--- config.mk ---
export PLATFORM = sky130hd
export DESIGN_NAME = rca_accumulator_16
export DESIGN_NICKNAME = d
export VERILOG_FILES = /design/src/rtl/rca_accumulator_16_pkg.sv /design/src/rtl/rca_accumulator_16_rca.sv /design/src/rtl/rca_accumulator_16.sv
export SDC_FILE = /design/constraint.sdc
export NUM_CORES = 1
export LEC_CHECK = 0
export CAP_MARGIN = 20
export CORE_AREA = 2 2 72 57
export CTS_CLUSTER_SIZE = 8
export DETAILED_ROUTE_END_ITERATION = 7
export DIE_AREA = 0 0 74 59
export PLACE_DENSITY = 0.8
export SYNTH_ARGS = -nofsm -noshare
export SYNTH_HDL_FRONTEND = slang
export SYNTH_SLANG_ARGS = --single-unit
--- constraint.sdc ---
create_clock -name clk -period 26.1 [get_ports clk]
set_clock_uncertainty 0.05 [all_clocks]
set_input_delay 7.83 -clock clk [delete_from_list [all_inputs] [get_ports clk]]
set_output_delay 7.83 -clock clk [all_outputs]
set_load 0.01 [all_outputs]
--- src/rtl/rca_accumulator_16_pkg.sv ---
// Shared definitions for the streaming ripple-carry accumulator.
package rca_accumulator_16_pkg;

  localparam int DATA_W = 16;

  typedef enum logic {
    ST_ACC  = 1'b0,
    ST_DONE = 1'b1
  } state_e;

endpackage

--- src/rtl/rca_accumulator_16_rca.sv ---
// RCA_16bit: 16-bit ripple-carry adder built from a chain of full adders.
import rca_accumulator_16_pkg::*;

module RCA_16bit (
  input  logic [DATA_W-1:0] a,
  input  logic [DATA_W-1:0] b,
  input  logic              c0,
  output logic [DATA_W-1:0] s,
  output logic              c
);

  logic [DATA_W:0] carry_chain;

  assign carry_chain[0] = c0;

  for (genvar i = 0; i < DATA_W; i++) begin : g_fa
    assign s[i]               = a[i] ^ b[i] ^ carry_chain[i];
    assign carry_chain[i + 1] = (a[i] & b[i]) | (carry_chain[i] & (a[i] ^ b[i]));
  end

  assign c = carry_chain[DATA_W];

endmodule

--- src/rtl/rca_accumulator_16.sv ---
// Streaming accumulator: sums a handshaked burst through RCA_16bit and presents the result once.
import rca_accumulator_16_pkg::*;

module rca_accumulator_16 #(
  parameter int CNT_W = 8
) (
  input  logic              clk,
  input  logic              rst,
  input  logic              in_valid,
  output logic              in_ready,
  input  logic [DATA_W-1:0] in_data,
  input  logic              in_last,
  input  logic              clear,
  output logic              out_valid,
  input  logic              out_ready,
  output logic [DATA_W-1:0] out_sum,
  output logic              out_carry,
  output logic [CNT_W-1:0]  out_count
);

  state_e             state;
  state_e             state_next;
  logic [DATA_W-1:0]  acc;
  logic               carry;
  logic [CNT_W-1:0]   count;
  logic [DATA_W-1:0]  adder_b;
  logic [DATA_W-1:0]  adder_s;
  logic               adder_c;
  logic               accept;

  assign adder_b = clear ? '0 : in_data;

  RCA_16bit u_rca (
    .a  (acc),
    .b  (adder_b),
    .c0 (1'b0),
    .s  (adder_s),
    .c  (adder_c)
  );

  assign in_ready  = (state == ST_ACC);
  assign out_valid = (state == ST_DONE);
  assign accept    = in_valid & in_ready;

  assign out_sum   = acc;
  assign out_carry = carry;
  assign out_count = count;

  always_comb begin
    state_next = state;
    case (state)
      ST_ACC:  if (accept && in_last) state_next = ST_DONE;
      ST_DONE: if (out_ready)         state_next = ST_ACC;
      default: state_next = ST_ACC;
    endcase
  end

  // A clear arriving with a beat restarts the burst with that beat as its first operand.
  always_ff @(posedge clk) begin
    if (rst) begin
      state <= ST_ACC;
      acc   <= '0;
      carry <= 1'b0;
      count <= '0;
    end else begin
      state <= state_next;
      case (state)
        ST_ACC: begin
          if (accept) begin
            if (clear) begin
              acc   <= in_data;
              carry <= 1'b0;
              count <= CNT_W'(1);
            end else begin
              acc   <= adder_s;
              carry <= carry | adder_c;
              count <= (count == '1) ? count : count + 1'b1;
            end
          end else if (clear) begin
            acc   <= '0;
            carry <= 1'b0;
            count <= '0;
          end
        end
        ST_DONE: begin
          if (out_ready) begin
            acc   <= '0;
            carry <= 1'b0;
            count <= '0;
          end
        end
        default: ;
      endcase
    end
  end

endmodule

* Yosys cells after proc, flatten, opt, wreduce, memory -nomap -nowiden
Index checks and enable logic that the tools add are counted.
W data, S select, Z words.
** Cells by class
- Add/subtract/negate cells :: 1
- Multipliers :: 0
- Div/mod/pow operators :: 0
- Order comparisons :: 0
- Equality and inequality tests :: 4
- Shift-type cells :: 0
- Multiplexer cells :: 20
- Bitwise gates (word level) :: 80
- Reductions and logical operators :: 3
** Operators by type and width (number)
- $mux W16 :: 5
- $mux W8 :: 5
- $and A1 B1 Y1 :: 32
- $pmux W16 S2 :: 1
- $xor A1 B1 Y1 :: 31
- $or A1 B1 Y1 :: 16
- $pmux W8 S2 :: 1
- $add A8 B1 Y8 const B :: 1
- $eq A8 B8 Y1 const B :: 1
- $mux W1 :: 6
- $pmux W1 S2 :: 2
- $ne A3 B1 Y1 const B :: 1
- $ne A3 B3 Y1 const B :: 1
- $reduce_and A3 Y1 :: 1
- $ne A2 B2 Y1 const B :: 1
- $reduce_and A2 Y1 :: 1
- $logic_and A1 B1 Y1 :: 1
- $not A1 Y1 :: 1
** Word-level totals
- Flip-flop bits (word level) :: 26
- Bits in latches :: 0
- RAM bits :: 0
- ROM bits :: 0
- Output and inout bits :: 27
- Logic and storage cells :: 112
- Memories :: 0

* Depth between registers and ports, before layout
Gate-level depths: netlist of run 1.
- Depth in word-level cells :: 36
- Depth in mapped cells :: 24
- Depth with buffers taken out :: 21

* By module
A second synthesis of run 1 with hierarchy kept.
** Second synthesis, totals
- Cell total of the unflattened synthesis :: 197
- Area, all modules :: 1752.9 um2
** By module, submodules not included
- rca_accumulator_16 :: times used 1, cells an instance 171, area each 1395.1 um2
- RCA_16bit :: times used 1, cells an instance 26, area each 357.8 um2

* Least setup slack after synthesis of run 1
Ideal clock, no wire load.
- Kind :: input-to-reg
- From :: in clear
- To :: reg acc[15] (netlist: out_sum[15])
- Setup time :: 64 ps
- Arrival time :: 14227 ps
- Slack :: 11759 ps
- Cell stages on the path :: 24
- Buffers on the path :: 3
- Cells stage by stage :: buf_4 > buf_6 > clkbuf_1 > nor2b_1 > ha_1 > fa_1 > fa_1 > fa_1 > fa_1 > fa_1 > fa_1 > fa_1 > fa_1 > fa_1 > fa_1 > fa_1 > fa_1 > inv_1 > fa_1 > fa_1 > fa_1 > o21ai_0 > a22oi_1 > nor2_1
** Between the ends
- Cells in the longest elaborated chain, start to end :: 34
** RTL lines
- from (decl) :: line rca_accumulator_16.sv:13 : input logic clear,
- $mux W16 :: line rca_accumulator_16.sv:31 : assign adder_b = clear ? '0 : in_data;
- $and A1 B1 Y1 or $xor A1 B1 Y1 (tied branches) :: line rca_accumulator_16_rca.sv:18 : assign carry_chain[i + 1] = (a[i] & b[i]) | (carry_chain[i] & (a[i] ^ b[i]));
- $and A1 B1 Y1 :: line rca_accumulator_16_rca.sv:18
- $or A1 B1 Y1 :: line rca_accumulator_16_rca.sv:18
- $and A1 B1 Y1 :: line rca_accumulator_16_rca.sv:18
- $or A1 B1 Y1 :: line rca_accumulator_16_rca.sv:18
- $and A1 B1 Y1 :: line rca_accumulator_16_rca.sv:18
- $or A1 B1 Y1 :: line rca_accumulator_16_rca.sv:18
- (+18 left out)
- $and A1 B1 Y1 :: line rca_accumulator_16_rca.sv:18
- $or A1 B1 Y1 :: line rca_accumulator_16_rca.sv:18
- $and A1 B1 Y1 :: line rca_accumulator_16_rca.sv:18
- $or A1 B1 Y1 :: line rca_accumulator_16_rca.sv:18
- $xor A1 B1 Y1 :: line rca_accumulator_16_rca.sv:17 : assign s[i] = a[i] ^ b[i] ^ carry_chain[i];
- $mux W16 :: line rca_accumulator_16.sv:70 : if (clear) begin
- $mux W16 :: line rca_accumulator_16.sv:69 : if (accept) begin
- $pmux W16 S2 :: line rca_accumulator_16.sv:67 : case (state)
- to (signal assigned) :: line rca_accumulator_16.sv:71 : acc <= in_data;
- to (signal assigned) :: line rca_accumulator_16.sv:75 : acc <= adder_s;
- to (decl) :: line rca_accumulator_16.sv:23 : logic [DATA_W-1:0] acc;
Parallel ways exist; a longest one is shown, timed or not.
A chain may end at the register's enable or synchronous reset.

* Worst setup path after layout of run 1
Same ends and word-level chain as after synthesis.

==> metrics.csv, run 1 <==
stage,metric,value,unit
power_and_ir_drop,VDD IR max,0.02483,mV
logic_synthesis,post-synthesis average cell area,9.953,sq um
timing,RSZ-0062 raised after global routing,false,
logic_synthesis,area fraction in compound gates after synthesis,0.1821,
logic_synthesis,Syn Inst Count,176,
placed_design,routability congestion estimate,0.7985,
critical_path,slowest CP cell,clkdlybuf4s50_1,
detailed_routing,Iteration-0 DRC Markers,144,
power_and_ir_drop,PD cells,40.06,nW/um^2
floorplanning,core area,3590,sq um
critical_path,Worst path most repeated cell,fa_1,
timing,hold_ws,0.4292,ns
logic_synthesis,Synth Flop Type,dfxtp_1,
critical_path,reg2reg setup slack,19.53,ns
logic_synthesis,Synth top area share,0.2971,
status,status,finished clean,
clock_tree,htree depth,1,
timing,Slew headroom,0.4184,
finish,Layout area overhead,29.79,%
detailed_routing,Routed WL per cell,13.96,microns
logic_synthesis,"area leader, netlist",dfxtp_1,
detailed_routing,antenna-violating nets left,0,
global_route,first-pass GRT wire length,6216,microns
worst_hold_path,Hold Path Class,flip-flop to flip-flop,
finish,share of layout cells above drive strength 1,0.1193,
timing,setup TNS,0,ns
global_route,initial antenna violation count,0,
timing,f_max,0.06804,GHz
critical_path,Worst EP required,26.24,ns
logic_synthesis,post-synthesis mux area share,0.08357,
critical_path,CP cell instances,clkdlybuf4s50_1 > buf_4 > nor2b_1 > ha_1 > fa_1 > fa_1 > fa_1 > fa_1 > fa_1 > fa_1 > fa_1 > fa_1 > fa_1 > fa_1 > fa_1 > fa_1 > inv_1 > fa_1 > fa_1 > fa_1 > o21ai_0 > a22oi_1 > nor2_1,
flow_run,MaxCap Viol Count,0,
floorplanning,die height,59,microns
clock_tree,post-cts hold buffer count,0,
clock_tree,post-CTS resize count,0,
placed_design,DPL Wire Length,2757,microns
clock_tree,Num CTS Buffers,3,
floorplanning,Rows,19,
global_route,largest net degree at the start of global routing,39,
logic_synthesis,synthesized flop and latch total,26,
timing,Final setup violation count,0,
timing,Final Hold Fails,0,
logic_synthesis,register area share after synthesis,0.2971,
critical_path,reg2reg end,out_sum[15],
detailed_routing,DR DRC count,0,
worst_hold_path,hold depth,1,
finish,fin nets,259,
floorplanning,starting density of the core,0.4880,
clock_tree,Clock transition at path regs,0.08,ns
logic_synthesis,post-synthesis xor/xnor area fraction,0.01000,
finish,# diodes,0,
timing,worst slew pin tran,0.8697,ns
detailed_routing,via count,1420,
critical_path,Worst Setup End Kind,flip-flop,
logic_synthesis,Synth Warn #,0,
placed_design,placed insts,267,
logic_synthesis,area share of and/or/nand/nor cells after synthesis,0.1786,
critical_path,Setup crit start kind,primary input,
logic_synthesis,ys async rst share,0,
critical_path,reg2reg start,out_sum[0],
power_and_ir_drop,Lkg Pwr,0.8437,nW
logic_synthesis,main combinational cell family by area after synthesis,adder cells,
logic_synthesis,"top cells by count, synth","dfxtp_1, nor2_1, a22oi_1, fa_1",
logic_synthesis,most frequent cell after synthesis,dfxtp_1,
critical_path,WP data arrival,14.84,ns
worst_hold_path,worst hold endpoint,out_carry,
logic_synthesis,cells taking the most area after synthesis,"dfxtp_1, fa_1, mux2_2",
logic_synthesis,Syn Std Cell Area,1752,sq um
clock_tree,clock root cell,clkbuf_8,
global_route,vias in the first global route,1333,
critical_path,Register-to-Register Path Depth,20,
logic_synthesis,post-synthesis adder-cell area fraction,0.1857,
clock_tree,Max clock buf depth,2,
timing,part of the cycle the worst path needs,0.5631,
floorplanning,die area,4366,sq um
detailed_routing,vias per inst,5.259,
detailed_routing,Post-Route WL,3768,microns
floorplanning,die width,74,microns
finish,Final Core Density,0.6333,
critical_path,critical path peak fanout,38,
logic_synthesis,Synthesized Nets,215,
placed_design,IO buf count,48,
clock_tree,worst skew pair latency,0.27,ns
finish,Non-Filler Instances,270,
timing,max-slew violations,0,
worst_hold_path,launch point of the worst hold path,out_carry,
timing,Final min period,14.70,ns
global_route,gr usage total,0.1854,
critical_path,Worst path max stage delay,0.46,ns
logic_synthesis,synth unique cells,38,
floorplanning,top-level I/O count,49,
global_route,GRT overflow,0,
critical_path,CP Class,primary input to flip-flop,
logic_synthesis,Post-synth EDFFs,0,
clock_tree,postcts setup bufs,0,
detailed_routing,DRT Pass-1 Iters,4,
clock_tree,CTS tree,built,
clock_tree,TritonCTS Sinks,26,
-- state kept, by name, summed over array words and instances, names as in the netlist --
| signal | count |
|---|---|
| out_carry | 1 |
| out_count | 8 |
| out_sum | 16 |
| out_valid | 1 |
-- cells in the final DEF (no fill, tap or decap), drive strengths merged, types with 2 or more instances in the layout --
cell           count
xnor2              2
o21a               2
mux2              13
nor3               2
o22ai              2
ha                 2
a21oi              7
a22oi             16
nor2              19
fa                15
a2bb2oi            2
nand3              3
clkbuf             3
nand2              9
dfxtp             26
nor2b             13
nand2b             5
clkdlybuf4s50     48
inv               10
o21ai              6
-- per-layer routing --
layer / global-route usage / vias up / share of wire
li1: - / 697 / -
met1: 0.2644 / 664 / 0.46
met2: 0.2844 / 52 / 0.46
met3: 0.04422 / 7 / 0.060
met4: 0.04935 / 0 / 0.015
met5: 0 / - / 0
-- cell families after synthesis --
kind of cell / after synthesis
compound gates: 42
xor+xnor: 2
fa+ha+maj: 17
buf+inv: 20
flops: 26
mux: 13
simple gates: 56
-- where the power goes --
group          leakage, nW  internal (mW)  switching (mW)
Clock               0.0216         0.0104          0.0125
Sequential           0.212         0.0417         0.00268
Combinational        0.610         0.0131          0.0106
Total                0.844         0.0652          0.0258
-- metrics by stage --
step / setup slack (ns) / area (sq um) / total power, mW
after floorplan: 11.76 / 1752 / 0.05948
after global placement: 11.32 / 2232 / 0.06876
after detailed placement: 11.09 / 2232 / 0.06908
after CTS: 11.41 / 2273 / 0.09226
after global routing: 11.06 / 2273 / 0.09632
final: 11.40 / 2273 / 0.09106
-- critical path: cells and delay by family --
family          cells  cell delay [ns]
compound gates      2             0.22
fa+ha+maj          16             5.67
buf+inv             3             0.86
simple gates        2             0.23
-- worst max-delay path by stage --
stage,from,endpoint,slack (ns)
6_report,clear,out_sum[15],11.40
5_1_grt,clear,out_sum[15],11.06
4_1_cts,clear,out_sum[15],11.41
3_5_place_dp,clear,out_sum[15],11.09
3_3_place_gp,clear,out_sum[15],11.32
2_1_floorplan,clear,out_sum[15],11.76
-- final cells by class --
class	count	area (sq um)
Tap cell	52	65.06
Timing Repair Buffer	49	488.0
Sequential cell	26	520.5
Multi-Input combinational cell	130	1121
Clock buffer	3	41.29
Inverter	10	37.54
Fill cell	307	1316
Note: power is estimated with default switching activity, not from simulation.
==> inputs of run 2 (changes only) <==
- CORE_AREA: 2 2 72 57 -> 2 2 73 58
- DIE_AREA: 0 0 74 59 -> 0 0 75 60
- PLACE_DENSITY: 0.8 -> 0.78
- clock period: 26.1 -> 13.96 ns (I/O delays scaled with it)
==> metrics.csv, run 2 (synthesis gave the netlist of run 1 again) <==
stage,metric,value,unit
timing,f_max,0.09121,GHz
detailed_routing,antenna-violating nets left,0,
global_route,initial antenna violation count,0,
placed_design,placed insts,270,
worst_hold_path,Hold Path Class,flip-flop to flip-flop,
power_and_ir_drop,VDD IR max,0.06229,mV
global_route,vias in the first global route,1345,
detailed_routing,routed wire length on met2,1724,microns
finish,flip-flop and latch area,520.5,sq um
detailed_routing,DRT Pass-1 Iters,4,
finish,fin nets,259,
detailed_routing,DR DRC count,0,
timing,Final min period,10.96,ns
floorplanning,die area,4500,sq um
floorplanning,starting density of the core,0.4575,
detailed_routing,DR WL met3,155,microns
flow_run,MaxCap Viol Count,0,
finish,share of layout cells above drive strength 1,0.1233,
timing,worst slew pin tran,0.8981,ns
critical_path,Worst path max stage delay,0.46,ns
detailed_routing,via count,1416,
global_route,GRT overflow,0,
power_and_ir_drop,PD cells,77.57,nW/um^2
status,status,finished clean,
critical_path,CP Class,primary input to flip-flop,
floorplanning,die height,60,microns
worst_hold_path,launch point of the worst hold path,out_carry,
timing,Final Hold Fails,0,
power_and_ir_drop,"Power, Total",177.7,uW
clock_tree,Clock transition at path regs,0.09,ns
critical_path,Register-to-Register Path Depth,20,
clock_tree,CTS tree,built,
clock_tree,Max clock buf depth,2,
placed_design,IO buf count,48,
critical_path,critical path peak fanout,38,
detailed_routing,WL met1,1782,microns
critical_path,Setup crit start kind,primary input,
critical_path,slowest CP cell,clkdlybuf4s50_1,
detailed_routing,Iteration-0 DRC Markers,130,
global_route,first-pass GRT wire length,6313,microns
clock_tree,Num CTS Buffers,3,
power_and_ir_drop,Lkg Pwr,0.8509,nW
detailed_routing,Post-Route WL,3706,microns
clock_tree,worst skew pair latency,0.28,ns
clock_tree,post-cts hold buffer count,0,
critical_path,Worst Setup End Kind,flip-flop,
critical_path,cell family with most CP delay,adder cells,
global_route,gr usage total,0.1867,
critical_path,Critical path origin,clear,
timing,setup TNS,0,ns
critical_path,Worst path most repeated cell,fa_1,
critical_path,CP cell instances,clkdlybuf4s50_1 > buf_4 > nor2b_1 > ha_1 > fa_1 > fa_1 > fa_1 > fa_1 > fa_1 > fa_1 > fa_1 > fa_1 > fa_1 > fa_1 > fa_1 > fa_1 > inv_1 > fa_1 > fa_1 > fa_1 > o21ai_0 > a22oi_1 > nor2_1,
placed_design,DPL Wire Length,2661,microns
critical_path,worst path bufs/invs,3,
placed_design,dpl ws,2.668,ns
finish,max reg flops,16,
worst_hold_path,hold depth,1,
clock_tree,postcts setup bufs,0,
placed_design,DP Area,2236,sq um
timing,worst setup margin,2.996,ns
finish,# diodes,0,
detailed_routing,vias per inst,5.168,
critical_path,Worst EP required,14.11,ns
critical_path,reg2reg start,out_sum[0],
finish,most frequent cells in the layout,"clkdlybuf4s50_1, dfxtp_1, nor2_1",
global_route,largest net degree at the start of global routing,39,
finish,# fillers,344,
timing,part of the cycle the worst path needs,0.7854,
clock_tree,TritonCTS Sinks,26,
floorplanning,Rows,20,
timing,Slew headroom,0.3994,
timing,hold_ws,0.4346,ns
floorplanning,top-level I/O count,49,
timing,max-slew violations,0,
finish,design area,2291,sq um
critical_path,reg2reg setup slack,7.46,ns
finish,Final Core Density,0.5984,
finish,"most common cell after layout, fill and taps aside",clkdlybuf4s50_1,
detailed_routing,Routed WL per cell,13.53,microns
timing,Final setup violation count,0,
critical_path,WP data arrival,11.12,ns
finish,Non-Filler Instances,274,
placed_design,routability congestion estimate,0.8289,
clock_tree,htree depth,1,
clock_tree,clock root cell,clkbuf_8,
finish,Layout area overhead,30.79,%
floorplanning,core area,3829,sq um
detailed_routing,Top Metal Used,met4,
finish,area of the multi-input gates,1121,sq um
clock_tree,post-CTS resize count,0,
critical_path,Worst path depth,23,
floorplanning,die width,75,microns
timing,RSZ-0062 raised after global routing,false,
[run 2: changes by cell type in the layout (fill, tap and decap cells not counted), sizes merged]
cell	delta
clkbuf	+1
[run 2: worst register-to-register path, delay by kind of cell (launching register included)]
kind,cells,cell delay [ns]
adder cells (fa/ha/maj),16,5.62
flip-flops,1,0.34
AO/OA/AOI/OAI,2,0.23
AND/OR/NAND/NOR,1,0.12
buffers and inverters,1,0.07
[run 2: report_power, final]
part	total [mW]	switching (mW)	internal, mW
clock network	0.0504	0.0251	0.0253
logic	0.0446	0.0201	0.0244
registers	0.0827	0.00468	0.0780
total	0.178	0.0499	0.128
[run 2: final cells by class]
cell class | instances | share of cell area
Timing Repair Buffer | 49 | 0.2130
Sequential cell | 26 | 0.2272
Inverter | 10 | 0.01638
Multi-Input combinational cell | 130 | 0.4894
Clock buffer | 4 | 0.02403
Tap cell | 55 | 0.03004
[run 2: path summary, 6_finish.rpt]
kind                               endpoint
worst max-delay path            out_sum[15]
worst min register to register    out_carry
worst max register to register  out_sum[15]
worst min-delay path              out_carry
[run 2: layer usage]
layer,GRT usage,up-vias
met1,0.2654,680
met4,0.05357,0
met2,0.2882,34
li1,-,697
met3,0.03879,5
met5,0,-
